$ cat config.mk
export PLATFORM = sky130hd
export DESIGN_NAME = imem_loader_flat
export DESIGN_NICKNAME = d
export VERILOG_FILES = /design/src/rtl/imem_loader_if.sv /design/src/rtl/imem_loader.sv /design/src/flat_wrapper.sv
export SDC_FILE = /design/constraint.sdc
export NUM_CORES = 1
export LEC_CHECK = 0
export ABC_AREA = 1
export CAP_MARGIN = 20
export CORE_MARGIN = 2
export CORE_UTILIZATION = 55
export DETAILED_ROUTE_END_ITERATION = 6
export PLACE_DENSITY = 0.8
export SKIP_LAST_GASP = 1
export SLEW_MARGIN = 25
export SYNTH_ARGS = -nofsm -noshare
export SYNTH_HDL_FRONTEND = slang
export SYNTH_SLANG_ARGS = --single-unit
$ cat constraint.sdc
create_clock -name clk -period 6.38 [get_ports clk]
set_clock_uncertainty 0.05 [all_clocks]
set_input_delay 1.276 -clock clk [delete_from_list [all_inputs] [get_ports clk]]
set_output_delay 1.276 -clock clk [all_outputs]
set_load 0.005 [all_outputs]
$ cat src/rtl/imem_loader_if.sv
// imem_loader_if: byte-stream input and instruction-memory write / status
// outputs of the boot loader, bundled for the loader (slave) and the
// stream source / memory-side observer (master).
interface imem_loader_if;
    logic        rx_valid;
    logic [7:0]  rx_data;
    logic        rx_ready;
    logic        imem_we;
    logic [31:0] imem_addr;
    logic [31:0] imem_wdata;
    logic        cpu_hold;
    logic        load_done;
    logic        load_error;
    logic [31:0] words_loaded;

    modport master (
        output rx_valid, rx_data,
        input  rx_ready, imem_we, imem_addr, imem_wdata,
               cpu_hold, load_done, load_error, words_loaded
    );

    modport slave (
        input  rx_valid, rx_data,
        output rx_ready, imem_we, imem_addr, imem_wdata,
               cpu_hold, load_done, load_error, words_loaded
    );
endinterface

$ cat src/rtl/imem_loader.sv
// imem_loader: boot-time instruction memory writer.
// Accepts a byte stream (4-byte little-endian word count L, then L
// little-endian words), writes the words to consecutive word addresses
// starting at BASE_ADDR and holds the core in reset until the image is in.
// Optional feature macro: LOADER_CHECKSUM_EN -- a 4-byte checksum word
// (32-bit wrapping sum of the payload words) follows the payload; a
// mismatch aborts the load.
module imem_loader #(
    parameter logic [31:0] BASE_ADDR = 32'h0000_0000,
    parameter int unsigned MAX_WORDS = 1024
) (
    input  logic          clk,
    input  logic          reset,
    imem_loader_if.slave  bus
);

    typedef enum logic [2:0] {
        HDR  = 3'd0,
        DATA = 3'd1,
        CSUM = 3'd2,
        DONE = 3'd3,
        ERR  = 3'd4
    } state_t;

    localparam logic [31:0] MAX_WORDS_W = 32'(MAX_WORDS);

`ifdef LOADER_CHECKSUM_EN
    localparam state_t END_STATE = CSUM;
`else
    localparam state_t END_STATE = DONE;
`endif

    state_t      r_state, w_state_nxt;
    logic [1:0]  r_byte_cnt, w_byte_cnt_nxt;
    logic [31:0] r_shift, w_shift_nxt;
    logic [31:0] r_len, w_len_nxt;
    logic [31:0] r_words, w_words_nxt;
    logic        r_we, w_we_nxt;
    logic [31:0] r_addr, w_addr_nxt;
    logic [31:0] r_wdata, w_wdata_nxt;
    logic        r_ready, w_ready_nxt;
    logic        r_hold, w_hold_nxt;
    logic        r_done, w_done_nxt;
    logic        r_err, w_err_nxt;

    logic        w_accept;
    logic        w_word_done;
    logic [31:0] w_word;

`ifdef LOADER_CHECKSUM_EN
    logic [31:0] r_sum, w_sum_nxt;
`endif

    // A byte moves only when the registered ready is high; the word being
    // completed is the incoming byte on top of the three already shifted in.
    always_comb begin
        w_accept    = bus.rx_valid & r_ready;
        w_word_done = w_accept & (r_byte_cnt == 2'd3);
        w_word      = {bus.rx_data, r_shift[31:8]};
    end

    // Next-state, datapath and registered-output computation.
    always_comb begin
        w_state_nxt    = r_state;
        w_byte_cnt_nxt = r_byte_cnt;
        w_shift_nxt    = r_shift;
        w_len_nxt      = r_len;
        w_words_nxt    = r_words;
        w_we_nxt       = 1'b0;
        w_addr_nxt     = r_addr;
        w_wdata_nxt    = r_wdata;
`ifdef LOADER_CHECKSUM_EN
        w_sum_nxt      = r_sum;
`endif

        if (w_accept) begin
            w_byte_cnt_nxt = r_byte_cnt + 2'd1;
            w_shift_nxt    = w_word;
        end else begin
            w_byte_cnt_nxt = r_byte_cnt;
        end

        case (r_state)
            HDR: begin
                if (w_word_done) begin
                    w_len_nxt = w_word;
                    if (w_word > MAX_WORDS_W) begin
                        w_state_nxt = ERR;
                    end else if (w_word == 32'd0) begin
                        w_state_nxt = END_STATE;
                    end else begin
                        w_state_nxt = DATA;
                    end
                end else begin
                    w_state_nxt = HDR;
                end
            end
            DATA: begin
                if (w_word_done) begin
                    w_we_nxt    = 1'b1;
                    w_addr_nxt  = BASE_ADDR + {r_words[29:0], 2'b00};
                    w_wdata_nxt = w_word;
                    w_words_nxt = r_words + 32'd1;
`ifdef LOADER_CHECKSUM_EN
                    w_sum_nxt   = r_sum + w_word;
`endif
                    if ((r_words + 32'd1) == r_len) begin
                        w_state_nxt = END_STATE;
                    end else begin
                        w_state_nxt = DATA;
                    end
                end else begin
                    w_state_nxt = DATA;
                end
            end
            CSUM: begin
`ifdef LOADER_CHECKSUM_EN
                if (w_word_done) begin
                    if (w_word == r_sum) begin
                        w_state_nxt = DONE;
                    end else begin
                        w_state_nxt = ERR;
                    end
                end else begin
                    w_state_nxt = CSUM;
                end
`else
                // Unreachable without the checksum stage; fail safe.
                w_state_nxt = ERR;
`endif
            end
            DONE:    w_state_nxt = DONE;
            ERR:     w_state_nxt = ERR;
            default: w_state_nxt = ERR;
        endcase

        // Release is held off while the final write strobe is in flight so
        // the core never fetches before the last word has committed.
        w_ready_nxt = (w_state_nxt == HDR) || (w_state_nxt == DATA) ||
                      (w_state_nxt == CSUM);
        w_done_nxt  = (w_state_nxt == DONE) && !w_we_nxt;
        w_err_nxt   = (w_state_nxt == ERR);
        w_hold_nxt  = !w_done_nxt;
    end

    // State, datapath and output registers; reset returns to header capture.
    always_ff @(posedge clk or posedge reset) begin
        if (reset) begin
            r_state    <= HDR;
            r_byte_cnt <= 2'd0;
            r_shift    <= 32'd0;
            r_len      <= 32'd0;
            r_words    <= 32'd0;
            r_we       <= 1'b0;
            r_addr     <= BASE_ADDR;
            r_wdata    <= 32'd0;
            r_ready    <= 1'b1;
            r_hold     <= 1'b1;
            r_done     <= 1'b0;
            r_err      <= 1'b0;
        end else begin
            r_state    <= w_state_nxt;
            r_byte_cnt <= w_byte_cnt_nxt;
            r_shift    <= w_shift_nxt;
            r_len      <= w_len_nxt;
            r_words    <= w_words_nxt;
            r_we       <= w_we_nxt;
            r_addr     <= w_addr_nxt;
            r_wdata    <= w_wdata_nxt;
            r_ready    <= w_ready_nxt;
            r_hold     <= w_hold_nxt;
            r_done     <= w_done_nxt;
            r_err      <= w_err_nxt;
        end
    end

`ifdef LOADER_CHECKSUM_EN
    // Running payload sum, discarded on reset.
    always_ff @(posedge clk or posedge reset) begin
        if (reset) begin
            r_sum <= 32'd0;
        end else begin
            r_sum <= w_sum_nxt;
        end
    end
`endif

    assign bus.rx_ready     = r_ready;
    assign bus.imem_we      = r_we;
    assign bus.imem_addr    = r_addr;
    assign bus.imem_wdata   = r_wdata;
    assign bus.cpu_hold     = r_hold;
    assign bus.load_done    = r_done;
    assign bus.load_error   = r_err;
    assign bus.words_loaded = r_words;

endmodule

$ cat src/flat_wrapper.sv
// flat-port wrapper written by rule: the top's interface ports become plain ports
module imem_loader_flat 
#(
    parameter logic [31:0] BASE_ADDR = 32'h0000_0000,
    parameter int unsigned MAX_WORDS = 1024
)
  (clk, reset, bus_rx_valid, bus_rx_data, bus_rx_ready, bus_imem_we, bus_imem_addr, bus_imem_wdata, bus_cpu_hold, bus_load_done, bus_load_error, bus_words_loaded);
  imem_loader_if bus_i ();
  input  logic clk;
  input  logic reset;
  input wire logic [$bits(bus_i.rx_valid)-1:0] bus_rx_valid;
  input wire logic [$bits(bus_i.rx_data)-1:0] bus_rx_data;
  output wire logic [$bits(bus_i.rx_ready)-1:0] bus_rx_ready;
  output wire logic [$bits(bus_i.imem_we)-1:0] bus_imem_we;
  output wire logic [$bits(bus_i.imem_addr)-1:0] bus_imem_addr;
  output wire logic [$bits(bus_i.imem_wdata)-1:0] bus_imem_wdata;
  output wire logic [$bits(bus_i.cpu_hold)-1:0] bus_cpu_hold;
  output wire logic [$bits(bus_i.load_done)-1:0] bus_load_done;
  output wire logic [$bits(bus_i.load_error)-1:0] bus_load_error;
  output wire logic [$bits(bus_i.words_loaded)-1:0] bus_words_loaded;
  assign bus_i.rx_valid = bus_rx_valid;
  assign bus_i.rx_data = bus_rx_data;
  assign bus_rx_ready = bus_i.rx_ready;
  assign bus_imem_we = bus_i.imem_we;
  assign bus_imem_addr = bus_i.imem_addr;
  assign bus_imem_wdata = bus_i.imem_wdata;
  assign bus_cpu_hold = bus_i.cpu_hold;
  assign bus_load_done = bus_i.load_done;
  assign bus_load_error = bus_i.load_error;
  assign bus_words_loaded = bus_i.words_loaded;
  imem_loader #(.BASE_ADDR(BASE_ADDR), .MAX_WORDS(MAX_WORDS)) u_core (.clk(clk), .reset(reset), .bus(bus_i));
endmodule
==> flow_metrics.tcl, run 1 <==
set metrics [dict create \
    avgSynthCellArea_um2 7.892 \
    required_ns 6.68 \
    seqCellArea_um2 4006 \
    met2_usage_pct 40.43 \
    post_cts_buffers 0 \
    globalplace.congestion 0.9183 \
    tightest_slew_ns 0.7866 \
    drt_wl_total_um 19050 \
    placementRows 43 \
    insertion_delay_ns 0.42 \
    drt_drc_violations_left 0 \
    antenna_found_initial 0 \
    relSlewSlack_pct 47.56 \
    ys_top_cells_by_area "dfrtp_1 (52%), nand2_1 (15%), o21ai_0 (9.7%)" \
    multi_input_area_um2 3148 \
    drtIter0Drc 728 \
    vias 6742 \
    core_um2 13720 \
    die_x_um 122.0 \
    r2r-start "u_core.bus.rx_ready" \
    via_per_inst 5.338 \
    crit_buf_inv 3 \
    setup_tns_ns 0 \
    cts.sinks 160 \
    grt.total_usage_pct 26.92 \
    cp_common_cell "nor2_1" \
    setup-violations-final 0 \
    synth_commonest_cells "nand2_1 (312), dfrtp_1 (158), o21ai_0 (149)" \
    drive_gt1_share_pct 5.540 \
    cp_cell_sequence "clkdlybuf4s50_1 > nand2_1 > buf_4 > nor2_1 > nand3_4 > buf_4 > nor2_1 > nand3_1 > nor2_1 > nand3_1 > nor2_1 > nand2_1 > nor2_1 > nand3_1 > nand2_1 > nor2_1" \
    power_density_nw_per_um2 214.2 \
    power.total_uw 2027 \
    setup.worst_path.start "bus_rx_valid" \
    dieArea_um2 14890 \
    synth_edf_count 0 \
    cts_root_buf "clkbuf_16" \
    ctsLongestPathBuffers 2 \
    synth_most_common_cell "nand2_1" \
    status "complete, no violations" \
    hold_path.class "flop to flop" \
    initial_core_util_pct 55.86 \
    async_flop_share_pct 100.0 \
    crit_family "simple AND/OR/NAND/NOR gates" \
    worstHoldStart "u_core.bus.imem_addr[24]" \
    stdcell_area_um2 9463 \
    grt_start_max_net_pins 120 \
    ys.warnings.count 0 \
    layout_worst_path_cycle_share_pct 63.10 \
    final_core_util_pct 68.97 \
    irDropWorstVdd_uv 160.1 \
    grt.overflow.total 0 \
    die_h_um 122.0 \
    finalMaxSlewViolations 0 \
    antennaDiodeCount 0 \
    max_freq_mhz 248.4 \
    final_nets 1083 \
    ys_seq_area_share_pct 52.28 \
    leakage_uw 0.004364 \
    rsz0062_at_grt "false" \
    grt_busiest_layer "met2" \
    met3_usage_pct 5.384 \
    cts_tree "yes" \
    ant_nets 0 \
    startpoint_type "input port" \
    dp_hpwl_um 13290 \
    synth_area_um2 7664 \
    cpPeakStageDelay_ns 0.54 \
    globalRouteMet1Util_pct 39.13 \
    drtPass1Iterations 6 \
    port-buffer-count 109 \
    worst_path_max_delay_cell "buf_4" \
    worst_setup_path_end_kind "flop" \
    cts_hold_buf 0 \
    htreeDepth 4 \
    yosysTopAreaCellShare_pct 51.59 \
    synthCells 971 \
    hold_violations 0 \
    cp_data_arrival_time_ns 4.33 \
    synthFlopType "dfrtp_1" \
    worstSetupPathType "input port to flop" \
    grt_pass1_wl_um 30860 \
    post_drt_wl_per_cell_um 15.08 \
    nFillCells 1126 \
    cts_made_buffers 17 \
    maxCapViolCount 0 \
    syn2layout_area_growth_pct 23.48 \
    synth_top_area_cell "dfrtp_1" \
    grt_pass1_vias 6100 \
    setup_slack_ns 2.354 \
    clk_pin_slew_ns 0.07 \
    place_area_um2 8896 \
    post-place-ws_ns 1.947 \
    cts_resized 0 \
    io_pins 112 \
    min_period_ns 4.026 \
    cp_max_fo 90 \
    synth_seq_cells 160 \
    synthDistinctLibCells 35 \
]
## cells in the final DEF, fill, tap and decap left out, types with 5 or more instances in the layout
cell type / count
clkbuf_16: 17
clkdlybuf4s50_1: 109
dfrtp_1: 158
inv_1: 101
nand2_1: 312
nand3_1: 84
nand3b_1: 8
nor2_1: 64
nor2_4: 5
nor4_1: 5
o21ai_0: 149
## stage by stage
step	instances	hold slack (ns)
2_1_floorplan	972	0.4028
3_3_place_gp	1231	0.4163
3_5_place_dp	1231	0.4227
4_1_cts	1263	0.4342
5_1_grt	1263	0.4474
6_report	1263	0.4317
## cell type report
class | instances | share of cell area, %
tap | 180 | 2.380
inverter | 104 | 4.205
clock buffer | 20 | 4.826
timing repair buffer | 113 | 11.85
multi-input combinational | 674 | 33.27
clock inverter | 12 | 1.137
sequential | 160 | 42.34
## layer usage
| metal | up-vias | wire, um |
|---|---|---|
| met5 | - | 0 |
| met4 | 0 | 416 |
| met3 | 31 | 1448 |
| met2 | 281 | 8596 |
| met1 | 3124 | 8589 |
| li1 | 3306 | - |
## state kept, by name (all words and copies together), names as in the netlist, 2 cells and up
register,count
u_core.bus.imem_addr,30
u_core.bus.imem_wdata,32
u_core.bus.words_loaded,32
u_core.r_byte_cnt,2
u_core.r_len,32
u_core.r_shift,24
u_core.r_state,3
## cells by family (layout without fill, tap and decap cells)
kind of cell / after synthesis / after routing / synth area share (%)
AOI/OAI and AO/OA: 159 / 159 / 10.50
xor gates and xnor gates: 8 / 8 / 1.290
adders and majority gates: 2 / 2 / 0.3265
buffers and inverters: 138 / 249 / 6.857
DFF: 160 / 160 / 52.28
muxes: 1 / 1 / 0.1469
other: 1 / 2 / 0.04893
and+or+nand+nor: 502 / 502 / 28.55
## worst min-delay path: cells and delay by family, from the launching register on
family          cells  cell delay [ns]
flops               1             0.34
simple gates        1             0.05
compound gates      1             0.06
## worst paths after layout
path	to	slack (ns)	cells after the start
max in group asynchronous	u_core.bus.rx_ready	3.89	3
hold reg to reg	u_core.bus.imem_addr[24]	0.43	2
hold / removal	u_core.bus.imem_addr[24]	0.43	2
setup reg to reg	u_core.bus.rx_ready	3.08	15
setup / recovery	u_core.bus.rx_ready	2.35	16
min in group asynchronous	u_core.bus.imem_wdata[6]	1.34	2
## report_power, final
group | total (uW) | internal, uW | switching (uW)
Combinational | 30.4 | 6.57 | 23.8
Sequential | 1010 | 1010 | 0
Clock | 982 | 559 | 423
Note: power is estimated with default switching activity, not from simulation.
==> inputs of run 2 (changes only) <==
- clock period: 6.38 -> 3.99 ns (I/O delays scaled with it)
==> flow_metrics.tcl, run 2 (synthesized netlist as in run 1, its figures left out) <==
set metrics [dict create \
    status "finished with violations" \
    violations "DRC" \
    max_freq_mhz 379.0 \
    initial_core_util_pct 55.86 \
    drt_wl_total_um 18820 \
    port-buffer-count 109 \
    clk_pin_slew_ns 0.06 \
    post_cts_buffers 0 \
    worstHoldPathCells 2 \
    antennaDiodeCount 0 \
    cp_cell_sequence "clkdlybuf4s50_1 > nand2_1 > nor2_1 > nand3_4 > inv_1 > buf_4 > nand3_1 > o21ai_0" \
    final_nets 1085 \
    cts_hold_buf 0 \
    post_drt_wl_per_cell_um 14.87 \
    die_h_um 122.0 \
    cts_root_buf "clkbuf_16" \
    nFillCells 1098 \
    rsz0062_at_grt "false" \
    maxCapViolCount 0 \
    cts.sinks 160 \
    dieArea_um2 14890 \
    tightest_slew_ns 0.8200 \
    grt.overflow.total 0 \
    hold_ws_ns 0.4350 \
    cpPeakStageDelay_ns 0.46 \
    cts_tree "yes" \
    relSlewSlack_pct 45.33 \
    worstSetupPathType "input port to flop" \
    power_density_nw_per_um2 348.0 \
    syn2layout_area_growth_pct 24.26 \
    drive_gt1_share_pct 5.622 \
    setup_tns_ns 0 \
    via_per_inst 5.387 \
    placementRows 43 \
    layout_worst_path_cycle_share_pct 66.14 \
    final_cell_mix "nand2_1 (312), dfrtp_1 (158), o21ai_0 (149), clkdlybuf4s50_1 (109), inv_1 (102)" \
    htreeDepth 4 \
    hold_violations 0 \
    io_pins 112 \
    setup_slack_ns 1.351 \
    ctsLongestPathBuffers 2 \
    core_um2 13720 \
    dp_hpwl_um 13440 \
    startpoint_type "input port" \
    reg2reg_depth 7 \
    die_x_um 122.0 \
    cts_resized 0 \
    cts_made_buffers 17 \
    grt_start_max_net_pins 161 \
    layout_commonest_cell "nand2_1" \
    setup-violations-final 0 \
    fin_cells 1265 \
    antenna_found_initial 0 \
    min_period_ns 2.639 \
    drtIter0Drc 663 \
    path_depth 8 \
    hold_path.class "flop to flop" \
    globalplace.congestion 0.9322 \
    worst_setup_path_end_kind "flop" \
    crit_buf_inv 3 \
    drt_drc_violations_left 1 \
    finalMaxSlewViolations 0 \
    required_ns 4.29 \
    drtPass1Iterations 7 \
    cp_data_arrival_time_ns 2.94 \
    cp_max_fo 36 \
    crit_family "buffers and inverters" \
    irDropWorstVdd_uv 227.8 \
    leakage_uw 0.004384 \
    grt.total_usage_pct 26.85 \
    worst_path_max_delay_cell "clkdlybuf4s50_1" \
    vias 6814 \
    dp_cells 1233 \
    insertion_delay_ns 0.44 \
    ant_nets 0 \
    grt_pass1_vias 6331 \
    post-place-ws_ns 0.9742 \
    grt_pass1_wl_um 30850 \
]
## run 2: layout make-up
type | count | area [um2] | area share [%]
sequential | 160 | 4006 | 42.07
multi-input combinational | 674 | 3148 | 33.06
timing repair buffer | 115 | 1149 | 12.06
clock buffer | 21 | 470.5 | 4.940
inverter | 104 | 394.1 | 4.139
tap | 180 | 225.2 | 2.365
clock inverter | 11 | 130.1 | 1.366
## run 2: worst paths after layout
| kind | from | slack [ns] | end |
|---|---|---|---|
| worst max-delay path | bus_rx_valid | 1.35 | u_core.bus.words_loaded[22] |
| worst min-delay path | u_core.bus.imem_addr[12] | 0.43 | u_core.bus.imem_addr[12] |
| worst max register to register | u_core.bus.rx_ready | 1.61 | u_core.bus.words_loaded[22] |
| worst min register to register | u_core.bus.imem_addr[12] | 0.43 | u_core.bus.imem_addr[12] |
| max in group asynchronous | reset | 2.39 | u_core.bus.imem_wdata[26] |
| min in group asynchronous | reset | 0.91 | u_core.bus.imem_wdata[10] |
## run 2: worst register-to-register path: stages, from the launching register on
cell and delay, ns:
dfstp_2 0.56, nand2_1 0.07, nor2_1 0.31, nand3_4 0.37
inv_1 0.34, buf_4 0.38, nand3_1 0.13, o21ai_0 0.09
## run 2: through the flow
step | area [um2] | total power [uW] | util (%)
6_report | 9523 | 3314 | 69.41
5_1_grt | 9523 | 3410 | 69.41
4_1_cts | 9523 | 3326 | 69.41
3_5_place_dp | 8922 | 1704 | 65.03
3_3_place_gp | 8922 | 1704 | 65.03
2_1_floorplan | 7671 | 1681 | -
## run 2: where the power goes
group	internal [uW]	total [uW]	switching [uW]
clock network	976	1640	666
logic	11.6	49.0	37.3
registers	1620	1620	0
total	2610	3310	703
## run 2: layer usage
metal	global-route usage [%]	vias up	wire, um
met5	0	-	0
met4	10.20	0	436
met3	4.963	34	1324
li1	-	3322	-
met2	40.99	262	8529
met1	38.43	3196	8526
==> inputs of run 3 (changes only) <==
- clock period: 3.99 -> 2.7 ns (I/O delays scaled with it)
==> flow_metrics.tcl, run 3 (synthesized netlist as in run 1, its figures left out) <==
set metrics [dict create \
    max_freq_mhz 451.1 \
    insertion_delay_ns 0.43 \
    core_um2 13720 \
    seqPwrFrac_pct 48.6 \
    combPwrFrac_pct 1.6 \
    finalMaxSlewViolations 0 \
    drt_wl_total_um 18910 \
    drt_drc_violations_left 0 \
    globalplace.congestion 0.9678 \
    cts_resized 0 \
    fin_cells 1268 \
    drive_gt1_share_pct 5.699 \
    ant_nets 0 \
    io_pins 112 \
    layout_worst_path_cycle_share_pct 82.11 \
    port-buffer-count 109 \
    grt_pass1_wl_um 30610 \
    cts_hold_buf 0 \
    antennaDiodeCount 0 \
    seqCellArea_um2 4006 \
    drtIter0Drc 714 \
    power_density_nw_per_um2 515.4 \
    antenna_found_initial 0 \
    cp_data_arrival_time_ns 2.52 \
    post-place-ws_ns 0.2637 \
    layout_commonest_cell "nand2_1" \
    dp_cells 1236 \
    dp_hpwl_um 13600 \
    min_period_ns 2.217 \
    setup_tns_ns 0 \
    multi_input_area_um2 3148 \
    htreeDepth 4 \
    final_nets 1088 \
    cts_root_buf "clkbuf_16" \
    status "complete, no violations" \
    startpoint_type "flop" \
    rsz0062_at_grt "false" \
    initial_core_util_pct 55.86 \
    clkPwrFrac_pct 49.9 \
    required_ns 3.00 \
    via_per_inst 5.360 \
    sw_frac_of_total_pct 20.84 \
    cts_tree "yes" \
    cp_cell_sequence "ha_1 > nand2_2 > nor2_8 > nand3_2 > inv_2 > nand3_1 > nand3_1 > nand2_1 > nor2_1 > nand2_1 > nor2_1 > nand3_1 > nand2_1 > nor2_1" \
    placementRows 43 \
    die_x_um 122.0 \
    die_h_um 122.0 \
    worst_path_max_delay_cell "dfrtp_1" \
    vias 6796 \
    setup-violations-final 0 \
    drtPass1Iterations 6 \
    clk_pin_slew_ns 0.06 \
    cts.sinks 160 \
    grt.total_usage_pct 27.08 \
    grt_pass1_vias 6165 \
    irDropWorstVdd_uv 380.0 \
    post_drt_wl_per_cell_um 14.91 \
    worst_setup_path_end_kind "flop" \
    dieArea_um2 14890 \
    grt.overflow.total 0 \
    final_cell_mix "nand2_1 (312), dfrtp_1 (158), o21ai_0 (149), clkdlybuf4s50_1 (109), inv_1 (102)" \
    setup_slack_ns 0.4831 \
    post_cts_buffers 0 \
    leakage_uw 0.004408 \
    hold_path.class "input port to async pin" \
    p_int_uw 3906 \
    ctsLongestPathBuffers 2 \
    syn2layout_area_growth_pct 24.95 \
    nFillCells 1115 \
    stdcell_area_um2 9575 \
    grt_start_max_net_pins 95 \
    worstSetupPathType "flop to flop" \
    cts_made_buffers 17 \
    cpPeakStageDelay_ns 0.44 \
    switchingPower_uw 1028 \
    maxCapViolCount 0 \
    hold_violations 0 \
    place_area_um2 8970 \
    cp_max_fo 8 \
]
-- run 3: cell count changes in the layout (fill, tap and decap cells not counted), sizes merged --
cell | previous run | this run
bufinv | 2 | 3
clkinv | 2 | 1
buf | 6 | 9
-- run 3: path summary, 6_finish.rpt --
kind                                            startpoint                   endpoint  slack, ns  cells past startpoint
worst min-delay path                                 reset  u_core.bus.imem_wdata[11]       0.42                      2
max in group asynchronous                            reset        u_core.bus.rx_ready       1.45                      3
worst max-delay path            u_core.bus.words_loaded[1]        u_core.bus.rx_ready       0.48                     14
worst min register to register    u_core.bus.imem_addr[28]   u_core.bus.imem_addr[28]       0.43                      2
min in group clk                  u_core.bus.imem_addr[28]   u_core.bus.imem_addr[28]       0.43                      2
worst max register to register  u_core.bus.words_loaded[1]        u_core.bus.rx_ready       0.48                     14
-- run 3: stage by stage --
stage          hold slack (ns)  total power [uW]  utilization [%]
4_1_cts                 0.4320              4960            69.79
3_3_place_gp            0.4146              2522            65.38
2_1_floorplan           0.4028              2485                -
6_report                0.4213              4935            69.79
5_1_grt                 0.4486              5094            69.79
3_5_place_dp            0.4214              2522            65.38
-- run 3: worst max-delay path, delay by kind of cell (launching register included) --
kind / cells / cell delay [ns]
flops: 1 / 0.44
simple gates: 12 / 1.26
fa+ha+maj: 1 / 0.25
buf+inv: 1 / 0.14
-- run 3: layout make-up --
cell class,count,share of cell area [%]
multi-input cells,674,32.88
inverters,104,4.116
flip-flops and latches,160,41.84
clock inverters,11,1.620
clock buffers,21,4.704
repair buffers,118,12.49
well taps,180,2.352
-- run 3: power groups by stage --
stage	clock, uW	sequential [uW]	combinational, uW
3_5_place_dp	0	2440	80.2
6_report	2460	2400	76.7
2_1_floorplan	0	2440	42.1
4_1_cts	2480	2400	80.5
5_1_grt	2610	2400	89.5
3_3_place_gp	0	2440	80.1
-- run 3: routing by layer --
metal	up-vias	wire, um	global-route usage (%)
met3	39	1213	4.916
met5	-	0	0
met1	3197	8646	38.49
met4	0	535	11.49
li1	3330	-	-
met2	230	8514	41.17
